### src/rtl/fifo_buffer_param.sv
// Parametrised synchronous FIFO for the SPI flash read path.
// Supports any width and depth, including depths that are not a power of two.
// Features: almost-full/almost-empty thresholds, fill count, sticky error flags,
// synchronous flush, first-word-fall-through mode and overwrite-oldest mode.
module fifo_buffer_param #(
    parameter int unsigned W         = 8,
    parameter int unsigned D         = 256,
    parameter int unsigned AF_TH     = D - 4,
    parameter int unsigned AE_TH     = 4,
    parameter int unsigned FWFT      = 0,
    parameter int unsigned OVERWRITE = 0,
    localparam int unsigned AW       = $clog2(D),
    localparam int unsigned CW       = $clog2(D + 1)
) (
    input  logic          system_clk,
    input  logic          system_reset_n,
    input  logic          write_req,
    input  logic [W-1:0]  fifo_dataIn,
    input  logic          read_req,
    output logic [W-1:0]  fifo_dataOut,
    output logic          data_valid,
    output logic          empty,
    output logic          full,
    output logic          almost_empty,
    output logic          almost_full,
    output logic [CW-1:0] fill_count,
    output logic          overflow,
    output logic          underflow,
    input  logic          flush,
    input  logic          clear_err
);

    localparam logic [AW-1:0] LAST_IDX = AW'(D - 1);
    localparam logic [CW-1:0] FULL_CNT = CW'(D);

    logic [W-1:0]  r_mem [D];
    logic [AW-1:0] r_wr_ptr;
    logic [AW-1:0] r_rd_ptr;
    logic [CW-1:0] r_count;
    logic          r_ovf;
    logic          r_unf;

    logic          w_empty;
    logic          w_full;
    logic          w_rd_acc;
    logic          w_wr_acc;
    logic          w_drop_oldest;
    logic          w_ovf_set;
    logic          w_unf_set;

    // Pointer increment with explicit wrap at D-1 so non-power-of-two depths work.
    function automatic logic [AW-1:0] ptr_inc(input logic [AW-1:0] p);
        return (p == LAST_IDX) ? '0 : p + AW'(1);
    endfunction

    // Status flags depend only on the registered fill count.
    assign w_empty      = (r_count == '0);
    assign w_full       = (r_count == FULL_CNT);
    assign empty        = w_empty;
    assign full         = w_full;
    assign almost_empty = (32'(r_count) <= AE_TH);
    assign almost_full  = (32'(r_count) >= AF_TH);
    assign fill_count   = r_count;
    assign overflow     = r_ovf;
    assign underflow    = r_unf;

    // Accept logic: a same-cycle read frees a slot for the write when full.
    assign w_rd_acc      = read_req && !w_empty;
    assign w_wr_acc      = write_req && (!w_full || w_rd_acc || (OVERWRITE != 0));
    assign w_drop_oldest = w_wr_acc && w_full && !w_rd_acc;
    assign w_ovf_set     = !flush && write_req && w_full && !w_rd_acc;
    assign w_unf_set     = !flush && read_req && w_empty;

    // Storage array; contents are intentionally not reset.
    always_ff @(posedge system_clk) begin
        if (w_wr_acc && !flush) begin
            r_mem[r_wr_ptr] <= fifo_dataIn;
        end
    end

    // Pointers and fill count; flush overrides any same-cycle read or write.
    always_ff @(posedge system_clk or negedge system_reset_n) begin
        if (!system_reset_n) begin
            r_wr_ptr <= '0;
            r_rd_ptr <= '0;
            r_count  <= '0;
        end else if (flush) begin
            r_wr_ptr <= '0;
            r_rd_ptr <= '0;
            r_count  <= '0;
        end else begin
            if (w_wr_acc) begin
                r_wr_ptr <= ptr_inc(r_wr_ptr);
            end
            if (w_rd_acc || w_drop_oldest) begin
                r_rd_ptr <= ptr_inc(r_rd_ptr);
            end
            if (w_wr_acc && !w_rd_acc && !w_full) begin
                r_count <= r_count + CW'(1);
            end else if (w_rd_acc && !w_wr_acc) begin
                r_count <= r_count - CW'(1);
            end
        end
    end

    // Sticky error flags; a set event beats a same-cycle clear.
    always_ff @(posedge system_clk or negedge system_reset_n) begin
        if (!system_reset_n) begin
            r_ovf <= 1'b0;
            r_unf <= 1'b0;
        end else begin
            r_ovf <= w_ovf_set || (r_ovf && !clear_err);
            r_unf <= w_unf_set || (r_unf && !clear_err);
        end
    end

    generate
        if (FWFT != 0) begin : g_fwft
            // Head entry is always presented; valid whenever something is stored.
            assign fifo_dataOut = r_mem[r_rd_ptr];
            assign data_valid   = !w_empty;
        end else begin : g_reg
            logic [W-1:0] r_dout;
            logic         r_dv;

            // Registered read: data and a one-cycle valid pulse after each accepted pop.
            always_ff @(posedge system_clk or negedge system_reset_n) begin
                if (!system_reset_n) begin
                    r_dout <= '0;
                    r_dv   <= 1'b0;
                end else if (flush) begin
                    r_dv   <= 1'b0;
                end else begin
                    r_dv <= w_rd_acc;
                    if (w_rd_acc) begin
                        r_dout <= r_mem[r_rd_ptr];
                    end
                end
            end

            assign fifo_dataOut = r_dout;
            assign data_valid   = r_dv;
        end
    endgenerate

endmodule

### config.mk
export PLATFORM = sky130hd
export DESIGN_NAME = fifo_buffer_param
export DESIGN_NICKNAME = d
export VERILOG_FILES = /design/src/rtl/fifo_buffer_param.sv
export SDC_FILE = /design/constraint.sdc
export NUM_CORES = 2
export LEC_CHECK = 0
export BUFFER_PORTS_ARGS = -buffer_cell sky130_fd_sc_hd__clkbuf_2
export CAP_MARGIN = 20
export CORE_ASPECT_RATIO = 0.75
export CORE_MARGIN = 2
export CORE_UTILIZATION = 56
export DETAILED_ROUTE_END_ITERATION = 10
export PLACE_DENSITY = 0.72
export SETUP_SLACK_MARGIN = 0.1
export SLEW_MARGIN = 20
export SYNTH_ARGS = -nofsm -noshare
export SYNTH_HDL_FRONTEND = slang
export SYNTH_SLANG_ARGS = --single-unit
### constraint.sdc
create_clock -name system_clk -period 3.6 [get_ports system_clk]
set_input_delay 0.18 -clock system_clk [delete_from_list [all_inputs] [get_ports system_clk]]
set_output_delay 0.18 -clock system_clk [all_outputs]
set_load 0.1 [all_outputs]
==> impl_results.md <==
* Cell accounting for the most synthesized area: edfxtp_1
* Initial Utilization at 0.562
* Net count, final at 4300
* Async S/R FF share, synth at 0.0173
* Final slew viol count at 0
* Layout cells sized above 1 at 0.257
* Clock latency on the worst-skew pair at 830 ps
* Final setup violation count at 0
* Synth Instances at 3923
* RR Endpoint: fifo_dataOut[5]
* Slew margin rel. at 0.211
* Worst vdd rail ir drop at 0.000609 V
* I/O Buffers at 37
* Sequential-to-total area share from yosys stat at 0.767
* RSZ-0062 raised after global routing: true
* CTS Buf Count at 182
* Final Core Density at 0.635
* Top FF cell, synth: edfxtp_1
* Initial antenna violation count at 9
* Via density at 6.67
* Chip height at 334 um
* DR WL met2 at 92.9 mm
* PnR worst setup slack at 77.5 ps
* FP Rows at 121
* Startpoint Class: flop
* Critical Path Sink Type: flop
* Worst Path Buf+Inv at 3
* Unique masters post-synth at 76
* Max clock buf depth at 3
* Synthesized cell area at 81300 um^2
* DPL Wire Length at 127 mm
* Most common cell on crit path: buf_4
* Static Leak at 28.5 nW
* CTS tree: done
* Max Freq at 284 MHz
* Antenna cells at 0
* Syn_area_per_cell at 20.7 um^2
* Largest net degree at the start of global routing at 134
* Worst-margin pin slew at 1180 ps
* H-tree depth at 4
* CP top delay family: compound AO/OA/AOI/OAI gates
* Overall Global Routing Usage at 0.279
* Area occupied by multi-input gates at 17600 um^2
* Die area at 148000 um^2
* Synth warnings at 0
* Clock sink count at 2084
* Tcrit/Tclk final at 0.978
* WL per Instance at 32.4 um
* Syn nets at 3951
* First drt pass iteration count at 6
* Post-DP Area at 85800 um^2
* Ports at 38
* Hold EP: r_mem[184][6]
* Fin crit period at 3520 ps
* Fin Clk Skew at 31.5 ps
* Via Count at 42244
* Top cells by area, synth: edfxtp_1, mux4_2, mux2i_1
* DR DRC count at 0
* FF-to-FF Start: r_rd_ptr[3]
* First-pass GRT wire length at 296 mm
* R2R setup slack at 80 ps
* Placer Congestion at 0.899
* Setup WS pre-CTS at 187 ps
* CP max stage cell: a2111oi_0
* Met3 routed WL at 24.2 mm
* Worst endpoint required time at 4360 ps
* Status: finished, final reports clean
* Clock transition at the registers of the reported paths at 70 ps
* Die width at 444 um
* Final wirelength at 205 mm
* Hold Path Origin: fifo_dataIn[6]
* Filler cells at 9413
* Share of the synthesized area in the top cell type at 0.756
* Hold Path Depth at 1
* Number of synthesized flops with an enable pin at 2048
* Worst R2R Path Depth at 10
* Min-Delay Path Class: input pin to flop
* Top layer in use: met5
* Power Dens Cells at 616 nW/um^2
* Register Area at 62400 um^2
* Wl on met1 at 80.6 mm
* Vias in the first global route at 41197
* Synthesis-stage register bit count at 2084
* Final Hold Fails at 0
* Clock Tree Root: clkbuf_16
* CP Max Fanout at 24
* Worst-path cell chain: buf_4 > and2_2 > buf_4 > a22oi_1 > nand3_1 > o21ai_0 > a2111oi_0 > o21ai_0 > buf_4 > nand3_1
* Initial DRC count at 6863
* Core Area at 145000 um^2
* Setup Crit Path Kind: flop to flop
* Critical Path AT at 4290 ps
* Grt ovf at 0
* Layout area overhead at 13.0%
* CP peak stage delay at 770 ps
* MaxCap Viol Count at 0
* Antenna viol nets, final at 0
* Post-route cell area at 91900 um^2
## layout by cell type (no fill, tap or decap), types with 13 or more instances in the layout
cell,netlist,routed
a211oi_1,36,36
a21oi_1,59,59
a221o_1,13,13
a221oi_1,17,17
a22o_1,20,20
a22oi_1,69,69
buf_12,4,38
buf_4,37,310
bufinv_16,0,18
clkbuf_1,65,35
clkbuf_16,0,188
clkbuf_2,1,28
clkinv_1,0,36
clkinv_2,1,38
dfrtp_1,36,27
edfxtp_1,2048,2048
mux2i_1,173,173
mux4_1,17,17
mux4_2,437,437
nand2_1,130,126
nand3_1,45,45
nor2_1,290,286
o21ai_0,45,42
o221ai_1,29,29
o22ai_1,32,32
## power by group
group / switching [mW] / internal, mW / total (mW)
registers: 0.235 / 26.8 / 27.0
logic: 5.78 / 4.25 / 10.0
clock network: 8.67 / 10.9 / 19.6
total: 14.7 / 41.9 / 56.6
## routing by layer
layer / vias to the layer above / track usage
li1: 17018 / -
met1: 21995 / 0.416
met2: 2828 / 0.411
met3: 393 / 0.0623
met4: 10 / 0.0986
met5: - / 0
## layout make-up
cell class / instances / share of cell area
sequential: 2084 / 0.680
multi-input combinational: 1596 / 0.192
clock buffer: 226 / 0.0531
timing repair buffer: 397 / 0.0379
tap: 1906 / 0.0260
clock inverter: 110 / 0.0115
inverter: 11 / 0.000463
## what timing repair did
item | CTS | global route
setup endpoints to repair | 0 | 103
buffers inserted | 0 | 3
hold endpoints to repair | 173 | 0
resized for setup | 0 | 3
hold buffers | 12 | 0
## synthesized netlist by cell type, types with 11 or more instances
library cell  instances
ha_1                 13
a22oi_1              69
o22ai_1              32
nor2_1              290
clkbuf_1             65
edfxtp_1           2048
mux2i_1             173
dfrtp_1              36
mux4_1               17
and3_1               12
mux2_2               11
mux4_2              437
a221o_1              13
buf_4                37
o221ai_1             29
nor3_1               13
nand3_1              45
buf_1                16
a21oi_1              59
a22o_1               20
buf_6                22
a211oi_1             36
buf_2                84
o21ai_0              45
nor2b_1              16
nand2_1             130
a221oi_1             17
## through the flow
stage | hold slack, ps | power, mW | instances | TNS [ps]
2_1_floorplan | -116 | 34.5 | 3923 | -3440
3_3_place_gp | 380 | 37.4 | 5979 | 0
3_5_place_dp | 256 | 37.5 | 5979 | 0
4_1_cts | 40.0 | 56.8 | 6327 | 0
5_1_grt | 84.6 | 58.2 | 6330 | 0
6_report | 41.4 | 56.6 | 6330 | 0
## sequential cells by signal, summed over array words and instances, names as in the netlist
| signal | flops |
|---|---|
| underflow | 1 |
| r_rd_ptr | 8 |
| r_wr_ptr | 8 |
| r_mem | 2048 |
| data_valid | 1 |
| overflow | 1 |
| fill_count | 9 |
| fifo_dataOut | 8 |
## cells by family after synthesis
family	Yosys count	share of synthesized area
and+or+nand+nor	566	0.0305
xor gates and xnor gates	11	0.00118
adders and majority gates	14	0.00225
muxes	638	0.149
buffers and inverters	243	0.0174
AOI/OAI and AO/OA	367	0.0320
DFF	2084	0.767
## worst max-delay path by stage
stage	startpoint	endpoint	slack (ps)	depth (start not counted)
2_1_floorplan	fill_count[7]	fill_count[8]	-640	12
3_3_place_gp	r_rd_ptr[0]	fifo_dataOut[5]	170	9
3_5_place_dp	r_rd_ptr[0]	fifo_dataOut[5]	190	9
4_1_cts	r_rd_ptr[0]	fifo_dataOut[5]	180	9
5_1_grt	fill_count[2]	r_mem[225][1]	10	6
6_report	r_rd_ptr[3]	fifo_dataOut[5]	80	10
(Power assumes the default switching activity.)
